### config.mk
export PLATFORM = sky130hd
export DESIGN_NAME = rv_wb_uart
export DESIGN_NICKNAME = d
export VERILOG_FILES = /design/src/rtl/rv_wb_uart.sv
export SDC_FILE = /design/constraint.sdc
export NUM_CORES = 1
export LEC_CHECK = 0
export BUFFER_PORTS_ARGS = -buffer_cell sky130_fd_sc_hd__buf_4
export CAP_MARGIN = 25
export CORE_AREA = 2 2 127 129
export DETAILED_ROUTE_END_ITERATION = 6
export DIE_AREA = 0 0 129 131
export GPL_TIMING_DRIVEN = 0
export PLACE_DENSITY = 0.84
export SETUP_SLACK_MARGIN = 0.2
export SYNTH_ARGS = -nofsm -noshare
export SYNTH_HDL_FRONTEND = slang
export SYNTH_SLANG_ARGS = --single-unit
### constraint.sdc
create_clock -name i_clk -period 8.88 [get_ports i_clk]
set_clock_uncertainty 0.2 [all_clocks]
set_input_delay 0.444 -clock i_clk [delete_from_list [all_inputs] [get_ports i_clk]]
set_output_delay 0.444 -clock i_clk [all_outputs]
set_load 0.01 [all_outputs]
### src/rtl/rv_wb_uart.sv
// rv_wb_uart: Wishbone classic slave UART. TX byte FIFO feeding an 8N1
// serializer with programmable baud divisor (bit period = DIV+1 clocks).
// Optional receive path (2-flop sync, RX FSM, single-entry holding register)
// is compiled in when the macro UART_RX_EN is defined.
//
// TX FSM
//   state    | meaning
//   TX_IDLE  | line high, waiting for FIFO data
//   TX_START | start bit (low) for DIV+1 clocks
//   TX_DATA  | 8 data bits LSB first, DIV+1 clocks each
//   TX_STOP  | stop bit (high); chains directly into next byte if available
// RX FSM (UART_RX_EN only)
//   RX_IDLE  | waiting for a low level on the synchronized line
//   RX_START | half-bit wait, abort if line went back high
//   RX_DATA  | 8 mid-bit samples
//   RX_STOP  | stop-bit sample, store byte or flag frame error
module rv_wb_uart #(
  parameter int          FIFO_DEPTH  = 16,
  parameter logic [15:0] DEFAULT_DIV = 16'd433
) (
  input  logic        i_clk,
  input  logic        i_reset,
  input  logic [31:0] i_wb_adr,
  input  logic [31:0] i_wb_dat,
  output logic [31:0] o_wb_dat,
  input  logic        i_wb_we,
  input  logic [3:0]  i_wb_sel,
  input  logic        i_wb_stb,
  input  logic        i_wb_cyc,
  output logic        o_wb_ack,
  output logic        o_tx,
  input  logic        i_rx,
  output logic        o_irq
);
  localparam int AW = $clog2(FIFO_DEPTH);
  localparam int CW = AW + 1;

  typedef enum logic [1:0] {TX_IDLE, TX_START, TX_DATA, TX_STOP} tx_state_e;

  logic          ack_q;
  logic [31:0]   rdat_q, rdat_d;
  logic          bus_req, wr_en, rd_en;
  logic [1:0]    reg_idx;
  logic [7:0]    fifo_mem [FIFO_DEPTH];
  logic [AW-1:0] wr_ptr_q, rd_ptr_q;
  logic [CW-1:0] count_q;
  logic [3:0]    cnt_lo;
  logic          tx_full, tx_empty, push_req, push, pop;
  tx_state_e     tx_state_q, tx_state_d;
  logic [15:0]   div_q, baud_q;
  logic [7:0]    shift_q;
  logic [2:0]    bit_idx_q;
  logic          bit_end, tx_busy;
  logic          overflow_q, irq_en_q, irq_q, ovf_set, ovf_clr;
  logic          rx_valid, rx_err, rx_ovf;
  logic [7:0]    rx_byte;
  logic          unused_bus;

  assign bus_req  = i_wb_stb & i_wb_cyc & ~ack_q;
  assign reg_idx  = i_wb_adr[3:2];
  assign wr_en    = bus_req & i_wb_we;
  assign rd_en    = bus_req & ~i_wb_we;
  assign tx_full  = (count_q == CW'(FIFO_DEPTH));
  assign tx_empty = (count_q == '0);
  assign cnt_lo   = 4'(count_q);
  // a pop in the same cycle frees a slot, so a push into a full FIFO is legal then
  assign push_req = wr_en & (reg_idx == 2'd0) & i_wb_sel[0];
  assign push     = push_req & (~tx_full | pop);
  assign bit_end  = (baud_q == 16'd0);
  assign tx_busy  = (tx_state_q != TX_IDLE);
  assign ovf_set  = (push_req & tx_full & ~pop) | rx_ovf;
  assign ovf_clr  = wr_en & (reg_idx == 2'd1) & i_wb_sel[0] & i_wb_dat[3];
  assign o_wb_ack = ack_q;
  assign o_wb_dat = rdat_q;
  assign o_irq    = irq_q;
  assign unused_bus = ^{i_wb_adr[31:4], i_wb_adr[1:0], i_wb_dat[31:17], i_wb_sel[3]};

  // Bus handshake: one wait state, ack is a single-cycle pulse with read data
  always_ff @(posedge i_clk or posedge i_reset) begin
    if (i_reset) begin
      ack_q  <= 1'b0;
      rdat_q <= '0;
    end else begin
      ack_q  <= bus_req;
      rdat_q <= rd_en ? rdat_d : '0;
    end
  end

  // Register read mux
  always_comb begin
    rdat_d = '0;
    case (reg_idx)
      2'd0:    rdat_d = {24'd0, rx_byte};
      2'd1:    rdat_d = {20'd0, cnt_lo, 2'b00, rx_err, rx_valid, overflow_q,
                         tx_busy, tx_empty, tx_full};
      2'd2:    rdat_d = {16'd0, div_q};
      default: rdat_d = '0;
    endcase
  end

  // Control registers, sticky overflow (set wins over clear) and registered irq
  always_ff @(posedge i_clk or posedge i_reset) begin
    if (i_reset) begin
      div_q      <= DEFAULT_DIV;
      irq_en_q   <= 1'b0;
      overflow_q <= 1'b0;
      irq_q      <= 1'b0;
    end else begin
      if (wr_en && reg_idx == 2'd2) begin
        if (i_wb_sel[0]) div_q[7:0]  <= i_wb_dat[7:0];
        if (i_wb_sel[1]) div_q[15:8] <= i_wb_dat[15:8];
      end
      if (wr_en && reg_idx == 2'd1 && i_wb_sel[2]) irq_en_q <= i_wb_dat[16];
      if (ovf_set)      overflow_q <= 1'b1;
      else if (ovf_clr) overflow_q <= 1'b0;
      irq_q <= irq_en_q & ((tx_empty & ~tx_busy) | rx_valid);
    end
  end

  // FIFO storage; contents need no reset
  always_ff @(posedge i_clk) begin
    if (push) fifo_mem[wr_ptr_q] <= i_wb_dat[7:0];
  end

  // FIFO pointers (wrap naturally at the power-of-two depth) and occupancy
  always_ff @(posedge i_clk or posedge i_reset) begin
    if (i_reset) begin
      wr_ptr_q <= '0;
      rd_ptr_q <= '0;
      count_q  <= '0;
    end else begin
      if (push) wr_ptr_q <= wr_ptr_q + 1'b1;
      if (pop)  rd_ptr_q <= rd_ptr_q + 1'b1;
      if (push && !pop)      count_q <= count_q + 1'b1;
      else if (pop && !push) count_q <= count_q - 1'b1;
    end
  end

  // TX state register
  always_ff @(posedge i_clk or posedge i_reset) begin
    if (i_reset) tx_state_q <= TX_IDLE;
    else         tx_state_q <= tx_state_d;
  end

  // TX next-state logic
  always_comb begin
    tx_state_d = tx_state_q;
    case (tx_state_q)
      TX_IDLE:  if (!tx_empty) tx_state_d = TX_START;
      TX_START: if (bit_end) tx_state_d = TX_DATA;
      TX_DATA:  if (bit_end && bit_idx_q == 3'd7) tx_state_d = TX_STOP;
      TX_STOP:  if (bit_end) tx_state_d = tx_empty ? TX_IDLE : TX_START;
      default:  tx_state_d = TX_IDLE;
    endcase
  end

  // TX outputs: line level is decoded from state so reset forces it high at once
  always_comb begin
    o_tx = 1'b1;
    pop  = 1'b0;
    case (tx_state_q)
      TX_IDLE:  pop  = ~tx_empty;
      TX_START: o_tx = 1'b0;
      TX_DATA:  o_tx = shift_q[0];
      TX_STOP:  pop  = bit_end & ~tx_empty;
      default:  o_tx = 1'b1;
    endcase
  end

  // TX datapath: baud down-counter reloads from DIV at every bit boundary
  always_ff @(posedge i_clk or posedge i_reset) begin
    if (i_reset) begin
      baud_q    <= '0;
      shift_q   <= '0;
      bit_idx_q <= '0;
    end else if (pop) begin
      shift_q   <= fifo_mem[rd_ptr_q];
      baud_q    <= div_q;
      bit_idx_q <= '0;
    end else if (tx_busy) begin
      if (bit_end) begin
        baud_q <= div_q;
        if (tx_state_q == TX_DATA) begin
          shift_q   <= {1'b0, shift_q[7:1]};
          bit_idx_q <= bit_idx_q + 1'b1;
        end
      end else begin
        baud_q <= baud_q - 1'b1;
      end
    end
  end

`ifdef UART_RX_EN
  typedef enum logic [1:0] {RX_IDLE, RX_START, RX_DATA, RX_STOP} rx_state_e;

  rx_state_e   rx_state_q, rx_state_d;
  logic        rx_meta_q, rx_sync_q, rx_valid_q, rx_err_q, rx_end, rx_store;
  logic [15:0] rx_baud_q;
  logic [7:0]  rx_shift_q, rx_data_q;
  logic [2:0]  rx_idx_q;

  assign rx_end   = (rx_baud_q == 16'd0);
  assign rx_store = (rx_state_q == RX_STOP) & rx_end & rx_sync_q;
  assign rx_ovf   = rx_store & rx_valid_q;
  assign rx_valid = rx_valid_q;
  assign rx_err   = rx_err_q;
  assign rx_byte  = rx_data_q;

  // RX line synchronizer
  always_ff @(posedge i_clk or posedge i_reset) begin
    if (i_reset) begin
      rx_meta_q <= 1'b1;
      rx_sync_q <= 1'b1;
    end else begin
      rx_meta_q <= i_rx;
      rx_sync_q <= rx_meta_q;
    end
  end

  // RX state register
  always_ff @(posedge i_clk or posedge i_reset) begin
    if (i_reset) rx_state_q <= RX_IDLE;
    else         rx_state_q <= rx_state_d;
  end

  // RX next-state logic
  always_comb begin
    rx_state_d = rx_state_q;
    case (rx_state_q)
      RX_IDLE:  if (!rx_sync_q) rx_state_d = RX_START;
      RX_START: if (rx_end) rx_state_d = rx_sync_q ? RX_IDLE : RX_DATA;
      RX_DATA:  if (rx_end && rx_idx_q == 3'd7) rx_state_d = RX_STOP;
      RX_STOP:  if (rx_end) rx_state_d = RX_IDLE;
      default:  rx_state_d = RX_IDLE;
    endcase
  end

  // RX datapath, holding register and frame error; DATA read consumes the byte
  always_ff @(posedge i_clk or posedge i_reset) begin
    if (i_reset) begin
      rx_baud_q  <= '0;
      rx_shift_q <= '0;
      rx_idx_q   <= '0;
      rx_data_q  <= '0;
      rx_valid_q <= 1'b0;
      rx_err_q   <= 1'b0;
    end else begin
      case (rx_state_q)
        RX_IDLE: rx_baud_q <= {1'b0, div_q[15:1]};
        RX_START: begin
          if (rx_end) begin
            rx_baud_q <= div_q;
            rx_idx_q  <= '0;
          end else begin
            rx_baud_q <= rx_baud_q - 1'b1;
          end
        end
        RX_DATA: begin
          if (rx_end) begin
            rx_baud_q  <= div_q;
            rx_shift_q <= {rx_sync_q, rx_shift_q[7:1]};
            rx_idx_q   <= rx_idx_q + 1'b1;
          end else begin
            rx_baud_q <= rx_baud_q - 1'b1;
          end
        end
        default: if (!rx_end) rx_baud_q <= rx_baud_q - 1'b1;
      endcase
      if (rx_store) begin
        rx_data_q  <= rx_shift_q;
        rx_valid_q <= 1'b1;
      end else if (rd_en && reg_idx == 2'd0) begin
        rx_valid_q <= 1'b0;
      end
      if (rx_state_q == RX_STOP && rx_end && !rx_sync_q) rx_err_q <= 1'b1;
    end
  end
`else
  logic unused_rx;
  assign unused_rx = i_rx;
  assign rx_valid  = 1'b0;
  assign rx_err    = 1'b0;
  assign rx_byte   = 8'd0;
  assign rx_ovf    = 1'b0;
`endif

endmodule

==> impl_metrics.csv, run 1 <==
group,metric,value,unit
outcome,status,"finished clean",
sta,fmax,0.251,GHz
pwr,p_leak,0.00425,uW
sta,finalCritPeriodShare,0.449,
synth,synth_fa_ha_area_frac,0.0297,
setup_path,cp_data_arrival_time,4170,ps
clock_network,numCtsBuffers,21,
clock_network,cts_setup_buffers,0,
setup_path,endpoint_kind,"register",
placed_design,portBuffers,45,
sta,slew_headroom,0.226,
sta,worst_slew_pin_slew,1150,ps
die,start_util,0.583,
synth,synth.distinct_cells,58,
synth,syn_inst,603,
grt,antenna_found_initial,0,
pwr,max-vdd-ir-drop,0.000197,V
synth,yosysWarnings,0,
sta,hold_viol_final,0,
synth,synth-seq-area-share,0.638,
worst_hold_path,hold_path.class,"in -> reg",
clock_network,cts_tree,"built",
sta,holdWs,13.6,ps
synth,synthSimpleGateAreaFrac,0.0815,
synth,synthArstFlopShare,0.379,
grt,grt_overflow,0,
setup_path,reg2reg_setup_slack,4890,ps
placed_design,gp_congestion,0.885,
route,avgViaCountPerCell,5.94,
setup_path,cp-start-kind,"register",
synth,synth_edf_count,128,
run,maxCapViolations,0,
clock_network,cts_max_path_buffers,3,
finish,drive_gt1_frac,0.249,
synth,synth_ff_type,"edfxtp_1",
clock_network,path_clk_slew,60,ps
grt,grt_pass1_vias,5548,
clock_network,cts-htree-levels,1,
route,drt-total-wl,19400,um
synth,ys_ff_latch,206,
sta,slew_violations,0,
route,vias,5509,
synth,netlist_area,9100,um2
finish,diodes,0,
finish,layout_common_cells,"edfxtp_1, dfrtp_1, buf_4, mux2i_1, nor2_1",
sta,period_minus_slack,3990,ps
finish,area_growth,15.7,%
route,drtIter0Drc,420,
setup_path,crit_required,9070,ps
setup_path,slowest_delay,530,ps
finish,final_common_cell,"edfxtp_1",
synth,synth_top_family_by_area,"multiplexers",
die,ios,109,
grt,grt_pass1_wl,30100,um
grt,grt_use_total,0.235,
synth,synthMuxAreaShare,0.149,
die,fp.dieH,131,um
die,num_rows,46,
finish,fill_cells,1014,
die,coreArea,15600,um2
route,first_pass_iters,5,
clock_network,cts.sink_count,206,
finish,num-nets-final,793,
route,wl_per_cell,20.9,um
die,die_area,16900,um2
clock_network,clkLatencyLatePin,500,ps
sta,tns,0,ps
setup_path,crit_path_frequent_cell,"xnor2_1",
route,drc,0,
setup_path,cp_max_fo,10,
grt,grt_max_degree,75,
placed_design,place_hpwl,13300,um
clock_network,cts_root_buffer,"clkbuf_16",
setup_path,crit_type,"reg -> reg",
setup_path,crit_chain,"or3_4 -> nor4_4 -> a31oi_1 -> nor2_2 -> buf_2 -> ha_1 -> inv_1 -> fa_1 -> a21o_1 -> a21oi_1 -> xnor2_1 -> nor2_1 -> xnor2_1",
sta,finalSetupViolCount,0,
synth,syn_area_per_cell,15.1,um2
sta,rsz0062_at_grt,"false",
synth,synth_compound_area_frac,0.0551,
clock_network,cts_resized,0,
route,ant_nets,0,
pwr,powerDensity,291,nW/um2
setup_path,crit_slowest_cell,"nor4_4",
die,die_x,129,um
synth,synth-xor-area-share,0.0115,
-- stage by stage --
| step | cell area (um2) | instances | utilization | setup slack (ps) | total power [uW] |
|---|---|---|---|---|---|
| 2_1_floorplan | 9160 | 618 | - | 5470 | 1990 |
| 3_3_place_gp | 9760 | 879 | 0.626 | 5000 | 2190 |
| 3_5_place_dp | 9800 | 881 | 0.628 | 4960 | 2250 |
| 4_1_cts | 10500 | 928 | 0.675 | 4950 | 3060 |
| 5_1_grt | 10500 | 928 | 0.675 | 4720 | 3210 |
| 6_report | 10500 | 928 | 0.675 | 4890 | 3060 |
-- registers in the layout, summed over array words and instances, names as in the netlist --
signal / cells
count_q: 5
shift_q: 8
overflow_q: 1
o_irq: 1
wr_ptr_q: 4
div_q: 16
irq_en_q: 1
baud_q: 16
fifo_mem: 128
o_wb_ack: 1
o_wb_dat: 16
tx_state_q: 2
rd_ptr_q: 4
bit_idx_q: 3
-- synthesized netlist by cell type, drive strengths merged (13+ instances only) --
cell    instances  share of area
edfxtp        128           0.42
dfrtp          73           0.20
mux2i          38          0.042
nor2           31          0.013
mux2           30          0.038
buf            28          0.021
mux4           28          0.069
and3           26          0.018
ha             20          0.027
inv            20         0.0082
o21ai          19          0.010
nand2          18         0.0074
nor3           17          0.011
clkbuf         13         0.0054
-- worst paths after layout --
path	from	endpoint	cells past startpoint
worst max-delay path	baud_q[7]	count_q[4]	13
worst min-delay path	i_wb_cyc	o_wb_ack	3
worst max register to register	baud_q[7]	count_q[4]	13
worst min register to register	o_wb_ack	o_wb_ack	1
max in group asynchronous	i_reset	div_q[5]	4
min in group asynchronous	i_reset	wr_ptr_q[3]	3
-- kinds of logic after synthesis --
group / after synthesis
AO/OA/AOI/OAI: 72
buffers and inverters: 61
adder cells (fa/ha/maj): 21
multiplexers: 96
flip-flops: 206
AND/OR/NAND/NOR: 134
other: 1
XOR/XNOR: 12
-- per-layer routing --
layer / share of wire / track usage / wire length, um / vias up
met3: 0.068 / 0.0391 / 1330 / 73
met1: 0.40 / 0.303 / 7680 / 2706
met5: 0 / 0 / 0 / -
li1: - / - / - / 2442
met2: 0.50 / 0.402 / 9630 / 288
met4: 0.041 / 0.0978 / 805 / 0
-- final cells by class --
type | count | area (um2) | area share
Multi-Input combinational cell | 351 | 3040 | 0.288
Timing Repair Buffer | 57 | 473 | 0.0449
Buffer | 41 | 244 | 0.0232
Clock buffer | 25 | 558 | 0.0530
Sequential cell | 206 | 5800 | 0.551
Clock inverter | 12 | 66.3 | 0.00630
Tap cell | 216 | 270 | 0.0257
Inverter | 20 | 77.6 | 0.00737
-- power by group --
group	leakage, uW	internal (uW)	switching [uW]
Sequential	0.00214	1130	109
Clock	0.000299	449	356
Combinational	0.00181	472	548
-- critical path: cells and delay by family, from the launching register on --
family	cells	cell delay, ps
adders and majority gates	2	620
and+or+nand+nor	4	1320
xor gates and xnor gates	2	260
AOI/OAI and AO/OA	3	660
DFF	1	440
buffers and inverters	2	370
-- what timing repair did --
item                       in CTS  in global routing
hold buffers                   10                  0
hold endpoints to repair       82                  0
setup endpoints to repair       0                  0
No activity file was read; power rests on OpenSTA's default activity.
==> inputs of run 2 (changes only) <==
- CORE_AREA: 2 2 127 129 -> 2 2 129 131
- DIE_AREA: 0 0 129 131 -> 0 0 131 133
- PLACE_DENSITY: 0.84 -> 0.82
- clock period: 8.88 -> 4.16 ns (I/O delays scaled with it)
==> run 2 against run 1 <==
Power grew 120%. Fmax up 3.6%. First-iteration DRC count grew 34%. Register-to-register slack worse by 4600 ps. Largest cell class unchanged. Largest power group unchanged. Critical path type unchanged. Combinational power grew 120%. Design area up 2.4%. Critical path depth rose by 2. Setup slack worse by 4600 ps. Via count rose by 2.8%.
==> impl_metrics.csv, run 2 (synthesized netlist as in run 1, its figures left out) <==
group,metric,value,unit
clock_network,cts.sink_count,206,
finish,top_register,"fifo_mem",
clock_network,cts-htree-levels,1,
route,avgViaCountPerCell,5.94,
sta,slew_headroom,0.333,
route,drtIter0Drc,561,
route,wl_per_cell,20.6,um
run,maxCapViolations,0,
route,dr_wl_met2,10300,um
pwr,p_sw,2190,uW
outcome,status,"finished clean",
sta,period_minus_slack,3850,ps
finish,fill_cells,1068,
sta,hold_viol_final,0,
grt,antenna_found_initial,0,
sta,slew_violations,0,
die,coreArea,16200,um2
finish,layout_common_cells,"edfxtp_1, dfrtp_1, buf_4, mux2i_1, nor2_1",
route,dr_wl_met3,1440,um
grt,grt_pass1_vias,5841,
clock_network,cts_max_path_buffers,3,
sta,rsz0062_at_grt,"false",
route,top_layer_used,"met4",
route,vias,5664,
finish,area_growth,18.4,%
clock_network,cts_tree,"built",
pwr,max-vdd-ir-drop,0.000400,V
clock_network,numCtsBuffers,21,
grt,grt_use_total,0.235,
sta,holdWs,154,ps
sta,finalCritPeriodShare,0.925,
setup_path,cp_max_fo,10,
sta,worst_slew_pin_slew,993,ps
setup_path,crit_type,"reg -> reg",
die,start_util,0.563,
sta,finalSetupViolCount,0,
finish,num-nets-final,813,
finish,drive_gt1_frac,0.255,
pwr,p_leak,0.00437,uW
clock_network,cts_root_buffer,"clkbuf_16",
pwr,p_sw_frac,0.328,
setup_path,endpoint_kind,"register",
placed_design,placed_area,9800,um2
finish,largest_register_ffs,128,
die,ios,109,
pwr,powerDensity,619,nW/um2
pwr,clockPowerShare,0.269,
grt,grt_overflow,0,
die,die_x,131,um
placed_design,place_hpwl,13100,um
setup_path,cp-start-kind,"register",
sta,tns,0,ps
die,num_rows,47,
sta,fmax,0.260,GHz
finish,final_common_cell,"edfxtp_1",
clock_network,clkLatencyLatePin,500,ps
finish,final_util,0.666,
placed_design,portBuffers,45,
pwr,intPower,4490,uW
pwr,share_comb_of_total_power,0.336,
route,first_pass_iters,5,
route,drt-total-wl,19600,um
grt,grt_pass1_wl,31000,um
route,wl_met1,7340,um
setup_path,crit_required,4340,ps
finish,fin_area,10800,um2
route,ant_nets,0,
worst_hold_path,hold_path.class,"in -> reg",
die,die_area,17400,um2
die,fp.dieH,133,um
pwr,pwr-share-seq,0.395,
placed_design,gp_congestion,0.891,
route,drc,0,
finish,diodes,0,
setup_path,cp_data_arrival_time,4030,ps
clock_network,path_clk_slew,60,ps
grt,grt_max_degree,73,
[run 2: changes by cell type in the layout (fill, tap and decap cells not counted), sizes merged]
cell         delta
buf             +5
bufinv          +1
clkbuf          +1
clkinv          +1
clkinvlp        -3
dlygate4sd3    +15
inv             +1
[run 2: final timing paths]
path                       startpoint          end  slack (ps)  cells after the start
max in group asynchronous     i_reset     div_q[8]        2600                      5
min in group asynchronous     i_reset     o_wb_ack         560                      4
hold reg to reg            baud_q[14]   baud_q[14]         320                      1
setup / recovery            baud_q[3]   count_q[4]         310                     15
setup reg to reg            baud_q[3]   count_q[4]         310                     15
hold / removal               i_wb_stb  o_wb_dat[5]         150                      4
[run 2: power groups by stage]
stage | Sequential [uW] | Combinational, uW | Clock, uW
2_1_floorplan | 2590 | 1650 | 0
3_3_place_gp | 2640 | 2060 | 0
3_5_place_dp | 2660 | 2150 | 0
4_1_cts | 2620 | 2190 | 1820
5_1_grt | 2660 | 2440 | 1900
6_report | 2640 | 2240 | 1800
[run 2: final cells by class]
| class | instances | area (um2) | area share |
|---|---|---|---|
| flip-flops and latches | 206 | 5800 | 0.538 |
| multi-input cells | 351 | 3060 | 0.284 |
| repair buffers | 77 | 661 | 0.0613 |
| clock buffers | 26 | 564 | 0.0524 |
| well taps | 220 | 275 | 0.0255 |
| plain buffers | 41 | 245 | 0.0228 |
| clock inverters | 12 | 96.3 | 0.00894 |
| inverters | 20 | 77.6 | 0.00720 |
[run 2: worst max-delay path, cell delays in order, from the launching register on]
cell     delay [ps]
dfrtp_1         450
or3_1           490
nor4_4          290
buf_4           210
a31oi_2         160
nor3_4          300
buf_6           210
inv_1            80
ha_1            210
inv_1           150
ha_1            290
a21o_1          200
a21oi_1         170
xnor2_1         130
nor2_1           70
xnor2_1         140
[run 2: layer usage]
| metal | vias to the layer above | global-route usage |
|---|---|---|
| met2 | 251 | 0.406 |
| met5 | - | 0 |
| met4 | 0 | 0.0686 |
| met3 | 46 | 0.0364 |
| li1 | 2494 | - |
| met1 | 2873 | 0.307 |
[run 2: stage by stage]
step / instances / total power [uW] / setup WS, ps
4_1_cts: 947 / 6630 / 258
6_report: 953 / 6670 / 311
3_5_place_dp: 884 / 4810 / 242
3_3_place_gp: 883 / 4710 / 340
2_1_floorplan: 618 / 4240 / 753
5_1_grt: 953 / 7000 / 157
[run 2: what timing repair did]
item	4_1_cts	5_1_grt
resized for setup	0	5
setup endpoints to repair	0	2
endpoints found under the hold margin	229	0
hold buffers	25	0
setup buffers	0	6
